$ cat src/rtl/sdram_arb.sv
// Two-port round-robin arbiter in front of a single-request SDRAM controller.
// One transaction is in flight at a time; the read data register is shared by both ports.
module sdram_arb #(
  parameter int unsigned AW  = 21,
  parameter logic [7:0]  TMO = 8'd255
) (
  input  logic          clk_p,
  input  logic          nreset,

  input  logic          m0_stb,
  input  logic          m0_we,
  input  logic [1:0]    m0_sel,
  input  logic [AW:1]   m0_adr,
  input  logic [15:0]   m0_dat_i,
  output logic [15:0]   m0_dat_o,
  output logic          m0_ack,
  output logic          m0_err,

  input  logic          m1_stb,
  input  logic          m1_we,
  input  logic [1:0]    m1_sel,
  input  logic [AW:1]   m1_adr,
  input  logic [15:0]   m1_dat_i,
  output logic [15:0]   m1_dat_o,
  output logic          m1_ack,
  output logic          m1_err,

  output logic          mem_we,
  output logic          mem_rd,
  output logic [1:0]    mem_wtbt,
  output logic [AW:1]   mem_addr,
  output logic [15:0]   mem_din,
  input  logic [15:0]   mem_dout,
  input  logic          mem_ready,

  output logic          busy,
  output logic          grant
);

  typedef enum logic [2:0] {
    StInit,
    StIdle,
    StStart,
    StWait,
    StAck
  } state_e;

  state_e        state_q, state_d;
  logic          grant_q, grant_d;
  logic          we_q, we_d;
  logic [AW:1]   addr_q, addr_d;
  logic [1:0]    wtbt_q, wtbt_d;
  logic [15:0]   din_q, din_d;
  logic [15:0]   dat_q, dat_d;
  logic [7:0]    tmo_q, tmo_d;
  logic          err_q, err_d;
  logic          busy_q;

  logic          sel_port;
  logic          tmo_hit;
  logic          req_active;
  logic          ack_state;

  // On a tie the port that was not granted last wins.
  always_comb begin
    if (m0_stb && m1_stb) begin
      sel_port = ~grant_q;
    end else begin
      sel_port = m1_stb;
    end
  end

  // Fires on the TMO-th cycle spent in StStart with the controller still ready.
  assign tmo_hit = (TMO != 8'd0) && (({1'b0, tmo_q} + 9'd1) >= {1'b0, TMO});

  always_comb begin
    state_d = state_q;
    grant_d = grant_q;
    we_d    = we_q;
    addr_d  = addr_q;
    wtbt_d  = wtbt_q;
    din_d   = din_q;
    dat_d   = dat_q;
    tmo_d   = tmo_q;
    err_d   = err_q;

    unique case (state_q)
      StInit: begin
        if (mem_ready) begin
          state_d = StIdle;
        end
      end

      StIdle: begin
        if (m0_stb || m1_stb) begin
          state_d = StStart;
          grant_d = sel_port;
          tmo_d   = 8'd0;
          err_d   = 1'b0;
          if (sel_port) begin
            we_d   = m1_we;
            addr_d = m1_adr;
            wtbt_d = m1_sel;
            din_d  = m1_dat_i;
          end else begin
            we_d   = m0_we;
            addr_d = m0_adr;
            wtbt_d = m0_sel;
            din_d  = m0_dat_i;
          end
        end
      end

      StStart: begin
        if (tmo_q != 8'hff) begin
          tmo_d = tmo_q + 8'd1;
        end
        if (!mem_ready) begin
          state_d = StWait;
        end else if (tmo_hit) begin
          state_d = StAck;
          err_d   = 1'b1;
        end
      end

      StWait: begin
        if (mem_ready) begin
          state_d = StAck;
          if (!we_q) begin
            dat_d = mem_dout;
          end
        end
      end

      StAck: begin
        state_d = StIdle;
      end

      default: begin
        state_d = StInit;
      end
    endcase
  end

  always_ff @(posedge clk_p) begin
    if (!nreset) begin
      state_q <= StInit;
      grant_q <= 1'b1;
      we_q    <= 1'b0;
      addr_q  <= '0;
      wtbt_q  <= 2'b00;
      din_q   <= 16'h0000;
      dat_q   <= 16'h0000;
      tmo_q   <= 8'd0;
      err_q   <= 1'b0;
      busy_q  <= 1'b0;
    end else begin
      state_q <= state_d;
      grant_q <= grant_d;
      we_q    <= we_d;
      addr_q  <= addr_d;
      wtbt_q  <= wtbt_d;
      din_q   <= din_d;
      dat_q   <= dat_d;
      tmo_q   <= tmo_d;
      err_q   <= err_d;
      busy_q  <= (state_d != StIdle);
    end
  end

  assign req_active = (state_q == StStart) || (state_q == StWait);
  assign ack_state  = (state_q == StAck);

  assign mem_rd   = req_active && !we_q;
  assign mem_we   = req_active && we_q;
  assign mem_addr = addr_q;
  assign mem_wtbt = wtbt_q;
  assign mem_din  = din_q;

  // Ack is gated by the live strobe so a requester that gave up sees nothing.
  assign m0_ack = ack_state && !grant_q && m0_stb;
  assign m1_ack = ack_state && grant_q && m1_stb;
  assign m0_err = m0_ack && err_q;
  assign m1_err = m1_ack && err_q;

  assign m0_dat_o = dat_q;
  assign m1_dat_o = dat_q;

  assign busy  = busy_q;
  assign grant = grant_q;

endmodule

$ cat config.mk
export PLATFORM = sky130hd
export DESIGN_NAME = sdram_arb
export DESIGN_NICKNAME = d
export VERILOG_FILES = /design/src/rtl/sdram_arb.sv
export SDC_FILE = /design/constraint.sdc
export NUM_CORES = 1
export LEC_CHECK = 0
export BUFFER_PORTS_ARGS = -buffer_cell sky130_fd_sc_hd__buf_4
export CORE_ASPECT_RATIO = 0.9
export CORE_MARGIN = 1
export CORE_UTILIZATION = 25
export DETAILED_ROUTE_END_ITERATION = 10
export SETUP_SLACK_MARGIN = 0.4
export SLEW_MARGIN = 10
export SYNTH_ARGS = -nofsm -noshare
export SYNTH_HDL_FRONTEND = slang
export SYNTH_SLANG_ARGS = --single-unit
$ cat constraint.sdc
create_clock -name clk_p -period 2.8 [get_ports clk_p]
set_clock_uncertainty 0.15 [all_clocks]
set_input_delay 0.56 -clock clk_p [delete_from_list [all_inputs] [get_ports clk_p]]
set_output_delay 0.56 -clock clk_p [all_outputs]
set_load 0.01 [all_outputs]
# Yosys cells after proc, flatten, opt, wreduce, memory -nomap -nowiden
# Cells that the tools add are included.
word_totals:
  regBits: 70
  in_bits: 101
classes:
  addsub: 2
  n_lt_le_gt_ge: 1
  n_eq_ne: 10
  mux: 18
  bitwise_logic: 2
  reduce_logical: 19
ops:
  columns: ["operator", "n"]
  rows:
  - ["two-way mux 21 bit", 1]
  - ["two-way mux 16 bit", 1]
  - ["two-way mux 8 bit", 2]
  - ["case mux 8 bit (2 select lines)", 1]
  - ["two-way mux 3 bit", 5]
  - ["case mux 3 bit (5 select lines)", 1]
  - ["adder 8 x 1 -> 9 bit, second input constant", 1]
  - [">= comparator 9 x 8 -> 1 bit, second input constant", 1]
  - ["logical AND 1 bit", 9]
  - ["adder 8 x 1 -> 8 bit, second input constant", 1]
  - ["inequality test 2 bit, second input constant", 4]
  - ["inequality test 8 bit, second input constant", 1]
  - ["equality test 3 x 2 -> 1 bit, second input constant", 2]
  - ["AND reduction 3 bit", 2]
  - ["two-way mux 1 bit", 5]
  - ["AND reduction 4 bit", 1]
  - ["equality test 3 x 1 -> 1 bit, second input constant", 1]
  - ["equality test 3 bit, second input constant", 1]
  - ["logical NOT 3 bit", 1]
  - ["inequality test 3 x 1 -> 1 bit, second input constant", 1]
  - ["logical NOT 1 bit", 2]
  - ["logical OR 1 bit", 2]
  - ["two-way mux 2 bit", 1]
  - ["NOT 1 bit", 2]
  - ["other kinds (3)", 3]

# Logic depth before layout (Yosys ltp)
# Gate-level depths: netlist of run 1.
logic_depth:
  depth_word: 6
  mapped_depth: 8

# Worst setup path before layout of run 1
# OpenSTA, ideal clock, no wires.
synth_path:
  kind: "flip-flop to flip-flop"
  from: "register tmo_q[0]"
  to: "register state_q[1]"
  setup_ns: 0.118
  arrival_time_ns: 1.508
  slack_ns: 1.024
  stages_incl_launch_ff: 8
  path_buffers: 1
  cell_sequence: "dfxtp_1 > ha_1 > buf_12 > a21boi_0 > o221ai_1 > a211o_1 > o21bai_1 > a21oi_1"
synth_via:
  elab_chain_len: 5
synth_rtl:
  columns: ["element", "line_no", "source"]
  rows:
  - ["start: declaration", "55", "logic [7:0] tmo_q, tmo_d;"]
  - ["start signal: assignment", "165", "tmo_q <= tmo_d;"]
  - ["adder 8 x 1 -> 9 bit", "74", "assign tmo_hit = (TMO != 8'd0) && (({1'b0, tmo_q} + 9'd1) >= {1'b0, TMO});"]
  - [">= comparator 9 x 8 -> 1 bit", "74", null]
  - ["two-way mux 3 bit", "120", "end else if (tmo_hit) begin"]
  - ["two-way mux 3 bit", "118", "if (!mem_ready) begin"]
  - ["case mux 3 bit (5 select lines)", "87", "unique case (state_q)"]
  - ["end signal: assignment", "147", "state_q <= StInit;"]
  - ["end signal: assignment", "158", "state_q <= state_d;"]
  - ["end: declaration", "48", "state_e state_q, state_d;"]
# Every way passes these cells.
# A chain may end at the register's enable or synchronous reset.

# Worst setup path in the final report of run 1
layout_path:
  from: "register state_q[0]"
  to: "output port m0_err"
layout_via:
  elab_chain_len: 4
layout_rtl:
  columns: ["element", "line_no", "source"]
  rows:
  - ["equality test 3 bit", "172", "assign ack_state = (state_q == StAck);"]
  - ["logical AND 1 bit (2 in series)", "181", "assign m0_ack = ack_state && !grant_q && m0_stb;"]
  - ["logical AND 1 bit", "183", "assign m0_err = m0_ack && err_q;"]
  - ["end: declaration", "17", "output logic m0_err,"]
# Every way passes these cells.

==> insert_results.sql, run 1 <==
INSERT INTO impl_metrics (metric_group, metric, value, unit) VALUES
('yosys', 'async_reset_ff_share', '0', '%'),
('yosys', 'post_synth_main_area_contributors', 'dfxtp_1, mux2i_1, o211a_1', ''),
('grt', 'grt_overflow', '0', ''),
('sta', 'min_period_over_period', '79.6', '%'),
('route', 'detail_route.wirelength', '9150', 'um'),
('setup_path', 'cp.depth', '4', ''),
('clock_tree', 'worst_skew_pair.late_latency', '0.33', 'ns'),
('sta', 'report.final.slew_viol_count', '0', ''),
('yosys', 'postSynthCellCount', '387', ''),
('sta', 'max_slew.worst_pin.slew', '0.580', 'ns'),
('setup_path', 'worstPathRequired', '2.09', 'ns'),
('placed_design', 'globalplace.congestion', '0.765', ''),
('power', 'swShare', '25.2', '%'),
('placed_design', 'port_buffers', '179', ''),
('sta', 'setup-tns-final', '0', 'ns'),
('power', 'vdd_drop_max', '0.000264', 'V'),
('cells_and_area', 'count_of_filler_cells_inserted_in_the_layout', '1427', ''),
('sta', 'setup-violations-final', '0', ''),
('yosys', 'ys_ff_latch', '70', ''),
('setup_path', 'critPathKind', 'register to output pin', ''),
('floorplanning', 'top_level_ports', '180', ''),
('grt', 'largest_net_degree_at_the_start_of_global_routing', '55', ''),
('yosys', 'library_cell_with_the_highest_instance_count_after_synthesis', 'nand2_1', ''),
('setup_path', 'crit_path_max_fanout', '11', ''),
('setup_path', 'worst_path_largest_cell_delay', '0.55', 'ns'),
('cells_and_area', 'num-nets-final', '637', ''),
('route', 'initialDrtViolationCount', '85', ''),
('clock_tree', 'clk_root_buffer_cell', 'clkbuf_16', ''),
('floorplanning', 'die_y', '115', 'um'),
('clock_tree', 'cts_inserted_buffers', '9', ''),
('floorplanning', 'die_width', '128', 'um'),
('route', 'detailed_route_drc_error_count', '0', ''),
('setup_path', 'critPathLaunch', 'state_q[0]$_SDFF_PN0_', ''),
('yosys', 'post_synth_edffs', '0', ''),
('grt', 'grt_pass1_vias', '3121', ''),
('power', 'combinationalPowerShare', '19.8', '%'),
('sta', 'clock.fmax', '449', 'MHz'),
('outcome', 'status', 'completed', ''),
('yosys', 'synth_top_area_share', '39.5', '%'),
('grt', 'global_route_wire_length_before_repair', '14700', 'um'),
('clock_tree', 'cts_num_sinks', '70', ''),
('yosys', 'syn-num-nets', '490', ''),
('sta', 'setup_repair_after_global_routing_missed_its_margin', 'false', ''),
('power', 'power-per-cell-area', '540', 'nW/um2'),
('yosys', 'synth_area_leader_cell', 'dfxtp_1', ''),
('setup_path', 'rrSetupSlack', '0.64', 'ns'),
('setup_path', 'critical-path-slowest-cell', 'dfxtp_1', ''),
('clock_tree', 'clk_pin_slew', '0.06', 'ns'),
('sta', 'post-route-min-period', '2.23', 'ns'),
('grt', 'grt.total_usage', '12.5', '%'),
('setup_path', 'critical-path-top-delay-family', 'flip-flops', ''),
('power', 'pwr-share-seq', '40.5', '%'),
('floorplanning', 'die-area', '14700', 'um2'),
('placed_design', 'placement.setup.worst_slack', '0.648', 'ns'),
('sta', 'maxSlewHeadroom', '61.2', '%'),
('setup_path', 'cp_num_buf_inv', '1', ''),
('clock_tree', 'post-cts-setup-buffer-count', '0', ''),
('clock_tree', 'cts.hold.buffers_added', '0', ''),
('floorplanning', 'design.core.area', '13600', 'um2'),
('yosys', 'synth.cells.most_frequent', 'nand2_1, dfxtp_1, mux2i_1, o211a_1, buf_4', ''),
('power', 'switchingPower', '705', 'uW'),
('route', 'ant_nets', '0', ''),
('grt', 'antenna_found_initial', '0', ''),
('floorplanning', 'row_count', '40', ''),
('hold_path', 'hold_path_startpoint', 'm0_dat_o[14]$_SDFFE_PN0P_', ''),
('route', 'number_of_optimization_iterations_in_the_first_detailed_route_pass', '4', ''),
('power', 'power_leakage', '2.67', 'nW'),
('route', 'route.detailed.vias_per_inst', '4.45', ''),
('sta', 'report.final.hold_viol_count', '0', ''),
('clock_tree', 'cts.repair.resized', '0', ''),
('yosys', 'distinct_cell_type_count_after_synthesis', '53', '');
-- power by group through the flow --
stage / combinational [mW] / sequential (mW) / clock (mW)
2_1_floorplan: 0.266 / 1.17 / 0
4_1_cts: 0.563 / 1.13 / 1.16
5_1_grt: 0.608 / 1.14 / 1.20
3_3_place_gp: 0.557 / 1.15 / 0
3_5_place_dp: 0.561 / 1.15 / 0
6_report: 0.553 / 1.13 / 1.11
-- kinds of logic (layout without fill, tap and decap cells) --
family / Yosys count / count (layout) / synth area share (%)
and+or+nand+nor: 129 / 129 / 17.3
xor gates and xnor gates: 1 / 1 / 0.247
adders and majority gates: 2 / 2 / 0.705
AOI/OAI and AO/OA: 93 / 93 / 21.9
muxes: 41 / 41 / 11.6
DFF: 70 / 70 / 39.5
buffers and inverters: 51 / 202 / 8.81
-- layout by cell type (no fill, tap or decap), types with 2 or more instances in the layout --
cell | Yosys | layout
and3b_1 | 2 | 2
o211ai_1 | 2 | 2
a21boi_1 | 18 | 17
clkbuf_16 | 0 | 9
o21a_1 | 2 | 2
a21boi_0 | 2 | 2
o21ai_1 | 3 | 3
inv_1 | 4 | 4
o21ai_0 | 6 | 6
and2_1 | 5 | 5
clkbuf_1 | 10 | 4
buf_4 | 19 | 182
o211a_1 | 40 | 40
ha_1 | 2 | 2
nand3_1 | 4 | 4
dfxtp_1 | 70 | 70
nor2_1 | 11 | 11
a31oi_1 | 4 | 4
nand2_1 | 85 | 85
o22ai_1 | 2 | 2
nor2b_1 | 3 | 2
a21oi_1 | 3 | 3
mux2i_1 | 40 | 40
and3_1 | 5 | 5
-- sequential cells by signal, summed over array words and instances (netlist names), 2 cells and up --
register	count
tmo_q	8
mem_wtbt	2
state_q	3
mem_din	16
m0_dat_o	16
mem_addr	21
-- worst min path at each step --
stage	endpoint	slack, ns	depth (start not counted)
after floorplan	err_q$_SDFFE_PN0P_	0.33	1
after global placement	m0_dat_o[0]$_SDFFE_PN0P_	0.31	2
after detailed placement	m0_dat_o[5]$_SDFFE_PN0P_	0.31	2
after CTS	m0_dat_o[15]$_SDFFE_PN0P_	0.32	3
after global routing	m0_dat_o[0]$_SDFFE_PN0P_	0.33	3
final	m0_dat_o[14]$_SDFFE_PN0P_	0.32	2
-- per-stage QoR --
stage	area [um2]	cells	util, %	hold slack [ns]
2_1_floorplan	3550	387	-	0.329
3_3_place_gp	4890	712	35.9	0.309
3_5_place_dp	4890	712	35.9	0.314
4_1_cts	5180	727	38.0	0.321
5_1_grt	5180	727	38.0	0.332
6_report	5180	727	38.0	0.319
-- layout make-up --
cell class,count,area share [%]
clock inverters,1,0.580
well taps,189,4.57
repair buffers,183,26.8
inverters,4,0.290
multi-input cells,266,35.8
flip-flops and latches,70,27.1
clock buffers,14,4.91
-- worst reg2reg max path, cell delays in order (launching register included) --
cell,delay (ns)
dfxtp_1,0.48
ha_1,0.46
nand4_2,0.20
o21ai_2,0.29
nand2_1,0.21
o211ai_1,0.16
and3_1,0.17
-- routing by layer --
| layer | global-route usage (%) | part of all wire (%) | vias to the layer above |
|---|---|---|---|
| met3 | 4.70 | 8.2 | 12 |
| li1 | - | - | 1633 |
| met4 | 4.24 | 1.2 | 0 |
| met2 | 21.2 | 47 | 118 |
| met5 | 0 | 0 | - |
| met1 | 14.7 | 44 | 1471 |
No activity file was read; power rests on OpenSTA's default activity.
==> run 2, diff against run 1 <==
==> constraint.sdc (replaced) <==
create_clock -name clk_p -period 2.12 [get_ports clk_p]
set_clock_uncertainty 0.15 [all_clocks]
set_input_delay 0.424 -clock clk_p [delete_from_list [all_inputs] [get_ports clk_p]]
set_output_delay 0.424 -clock clk_p [all_outputs]
set_load 0.01 [all_outputs]
==> run 2 against run 1 <==
Total power increased by 44%. Sequential power increased by 32%. Worst setup slack got worse by 0.27 ns. Sequential share of layout area decreased by 2.0 points. Flip-flop and latch count unchanged. Clock-buffer cell count decreased by 3. Cell count increased by 4.3%. First-iteration DRC count increased by 12%. Critical path type unchanged. Highest routed layer unchanged.
==> insert_results.sql, run 2 (synthesis gave the netlist of run 1 again) <==
INSERT INTO impl_metrics (metric_group, metric, value, unit) VALUES
('clock_tree', 'cts.hold.buffers_added', '0', ''),
('setup_path', 'arrival', '1.24', 'ns'),
('route', 'initialDrtViolationCount', '95', ''),
('power', 'power', '4.02', 'mW'),
('floorplanning', 'design.core.area', '13600', 'um2'),
('sta', 'max_slew.worst_pin.slew', '0.388', 'ns'),
('setup_path', 'worstPathRequired', '1.55', 'ns'),
('floorplanning', 'die-area', '14700', 'um2'),
('clock_tree', 'cts_num_sinks', '70', ''),
('power', 'power_leakage', '2.89', 'nW'),
('cells_and_area', 'leading_cell_type_in_the_layout_fill_and_taps_excluded', 'buf_4', ''),
('grt', 'grt_pass1_vias', '3227', ''),
('floorplanning', 'die_width', '128', 'um'),
('sta', 'setup-violations-final', '0', ''),
('cells_and_area', 'final_layout_size_suffix_gt1_share', '46.4', '%'),
('sta', 'clock.fmax', '550', 'MHz'),
('setup_path', 'critPathKind', 'register to output pin', ''),
('route', 'detail_route.wirelength', '10100', 'um'),
('placed_design', 'placement.setup.worst_slack', '0.176', 'ns'),
('clock_tree', 'worst_skew_pair.late_latency', '0.33', 'ns'),
('cells_and_area', 'stdcell_count', '758', ''),
('outcome', 'status', 'completed', ''),
('power', 'power-per-cell-area', '708', 'nW/um2'),
('grt', 'grt.total_usage', '13.3', '%'),
('clock_tree', 'cts_inserted_buffers', '9', ''),
('floorplanning', 'row_count', '40', ''),
('cells_and_area', 'combined_area_of_the_multi_input_logic_cells', '1950', 'um2'),
('grt', 'grt_overflow', '0', ''),
('floorplanning', 'top_level_ports', '180', ''),
('cells_and_area', 'final_cell_mix', 'buf_4, nand2_1, dfxtp_1', ''),
('grt', 'global_route_wire_length_before_repair', '15400', 'um'),
('placed_design', 'placed_cell_area', '4940', 'um2'),
('setup_path', 'setup.worst_path.end_class', 'output pin', ''),
('cells_and_area', 'layout_cell_area_excl_fill', '5680', 'um2'),
('floorplanning', 'initial_core_util', '26.1', '%'),
('setup_path', 'rrSetupSlack', '0.36', 'ns'),
('placed_design', 'detailedPlacementHpwl', '6830', 'um'),
('sta', 'fin_worst_hold_slack', '0.192', 'ns'),
('route', 'routed-via-count', '3416', ''),
('cells_and_area', 'final_core_util', '41.8', '%'),
('route', 'detail_routed_net_length_per_standard_cell', '13.4', 'um'),
('cells_and_area', 'count_of_filler_cells_inserted_in_the_layout', '1359', ''),
('sta', 'post-route-min-period', '1.82', 'ns'),
('clock_tree', 'clk_pin_slew', '0.06', 'ns'),
('placed_design', 'globalplace.congestion', '0.755', ''),
('route', 'number_of_optimization_iterations_in_the_first_detailed_route_pass', '4', ''),
('clock_tree', 'cts_tree', 'yes', ''),
('sta', 'post-route-worst-setup-slack', '0.301', 'ns'),
('setup_path', 'crit_path_max_fanout', '3', ''),
('sta', 'maxSlewHeadroom', '74.1', '%'),
('sta', 'report.final.slew_viol_count', '0', ''),
('job', 'max_cap_viol_count', '0', ''),
('hold_path', 'min_path_type', 'input port to register', ''),
('grt', 'antenna_found_initial', '0', ''),
('setup_path', 'crit_path_start_kind', 'register', ''),
('clock_tree', 'clock_path_buffers', '2', ''),
('route', 'route.detailed.vias_per_inst', '4.51', ''),
('sta', 'setup_repair_after_global_routing_missed_its_margin', 'true', ''),
('placed_design', 'port_buffers', '179', ''),
('cells_and_area', 'n_antenna_cell', '0', ''),
('cells_and_area', 'num-nets-final', '667', ''),
('sta', 'min_period_over_period', '85.8', '%'),
('route', 'detailed_route_drc_error_count', '0', ''),
('cells_and_area', 'seq_area', '1430', 'um2'),
('clock_tree', 'clk_root_buffer_cell', 'clkbuf_16', ''),
('cells_and_area', 'syn2layout_area_growth', '60.1', '%'),
('power', 'vdd_drop_max', '0.000450', 'V'),
('route', 'ant_nets', '0', ''),
('cells_and_area', 'flip_flop_count_of_the_largest_register_after_layout', '21', ''),
('floorplanning', 'die_y', '115', 'um'),
('sta', 'report.final.hold_viol_count', '0', ''),
('placed_design', 'placedCellCount', '716', ''),
('sta', 'setup-tns-final', '0', 'ns'),
('grt', 'largest_net_degree_at_the_start_of_global_routing', '36', ''),
('clock_tree', 'h-tree-depth', '3', '');
run 2: cell types whose count changed in the layout (fill, tap and decap cells not counted), moves of 3 or more:
cell / previous run / this run
buf_4: 182 / 198
buf_6: 0 / 9
dfxtp_1: 70 / 61
dfxtp_4: 0 / 6
clkbuf_1: 4 / 1
clkinvlp_4: 0 / 3
dfxtp_2: 0 / 3
run 2: routing by layer:
metal,share of wire (%),routed length [um],GRT usage (%),up-vias
met1,43,4310,15.2,1565
met4,1.5,155,4.24,0
met2,48,4900,23.5,144
met5,0,0,0,-
li1,-,-,-,1696
met3,7.6,772,4.61,11
run 2: layout make-up:
cell class	instances	share of cell area [%]
Tap cell	189	4.16
Clock buffer	11	4.27
Inverter	4	0.264
Sequential cell	70	25.1
Timing Repair Buffer	213	30.4
Clock inverter	5	1.45
Multi-Input combinational cell	266	34.4
run 2: report_power, final:
group,total [mW],internal (mW),switching [mW]
Sequential,1.49,1.42,0.0713
Clock,1.63,1.06,0.568
Combinational,0.901,0.512,0.388
run 2: path summary, 6_finish.rpt:
kind | start | to | depth (start not counted)
min | mem_dout[11] | m0_dat_o[11]$_SDFFE_PN0P_ | 3
max reg2reg | state_q[1]$_SDFF_PN0_ | we_q$_SDFFE_PN0P_ | 6
max | state_q[1]$_SDFF_PN0_ | m0_err | 4
min reg2reg | m0_dat_o[4]$_SDFFE_PN0P_ | m0_dat_o[4]$_SDFFE_PN0P_ | 2
run 2: what timing repair did:
action | in CTS | in global routing
buffers inserted | 13 | 8
cloned | 1 | 4
gates resized for setup | 30 | 16
pin swaps | 12 | 12
setup endpoints to repair | 73 | 52
run 2: critical path, stage by stage (launching register included):
cell     delay [ns]
dfxtp_4        0.36
nor2_4         0.09
and4b_1        0.23
and2_4         0.15
buf_6          0.09
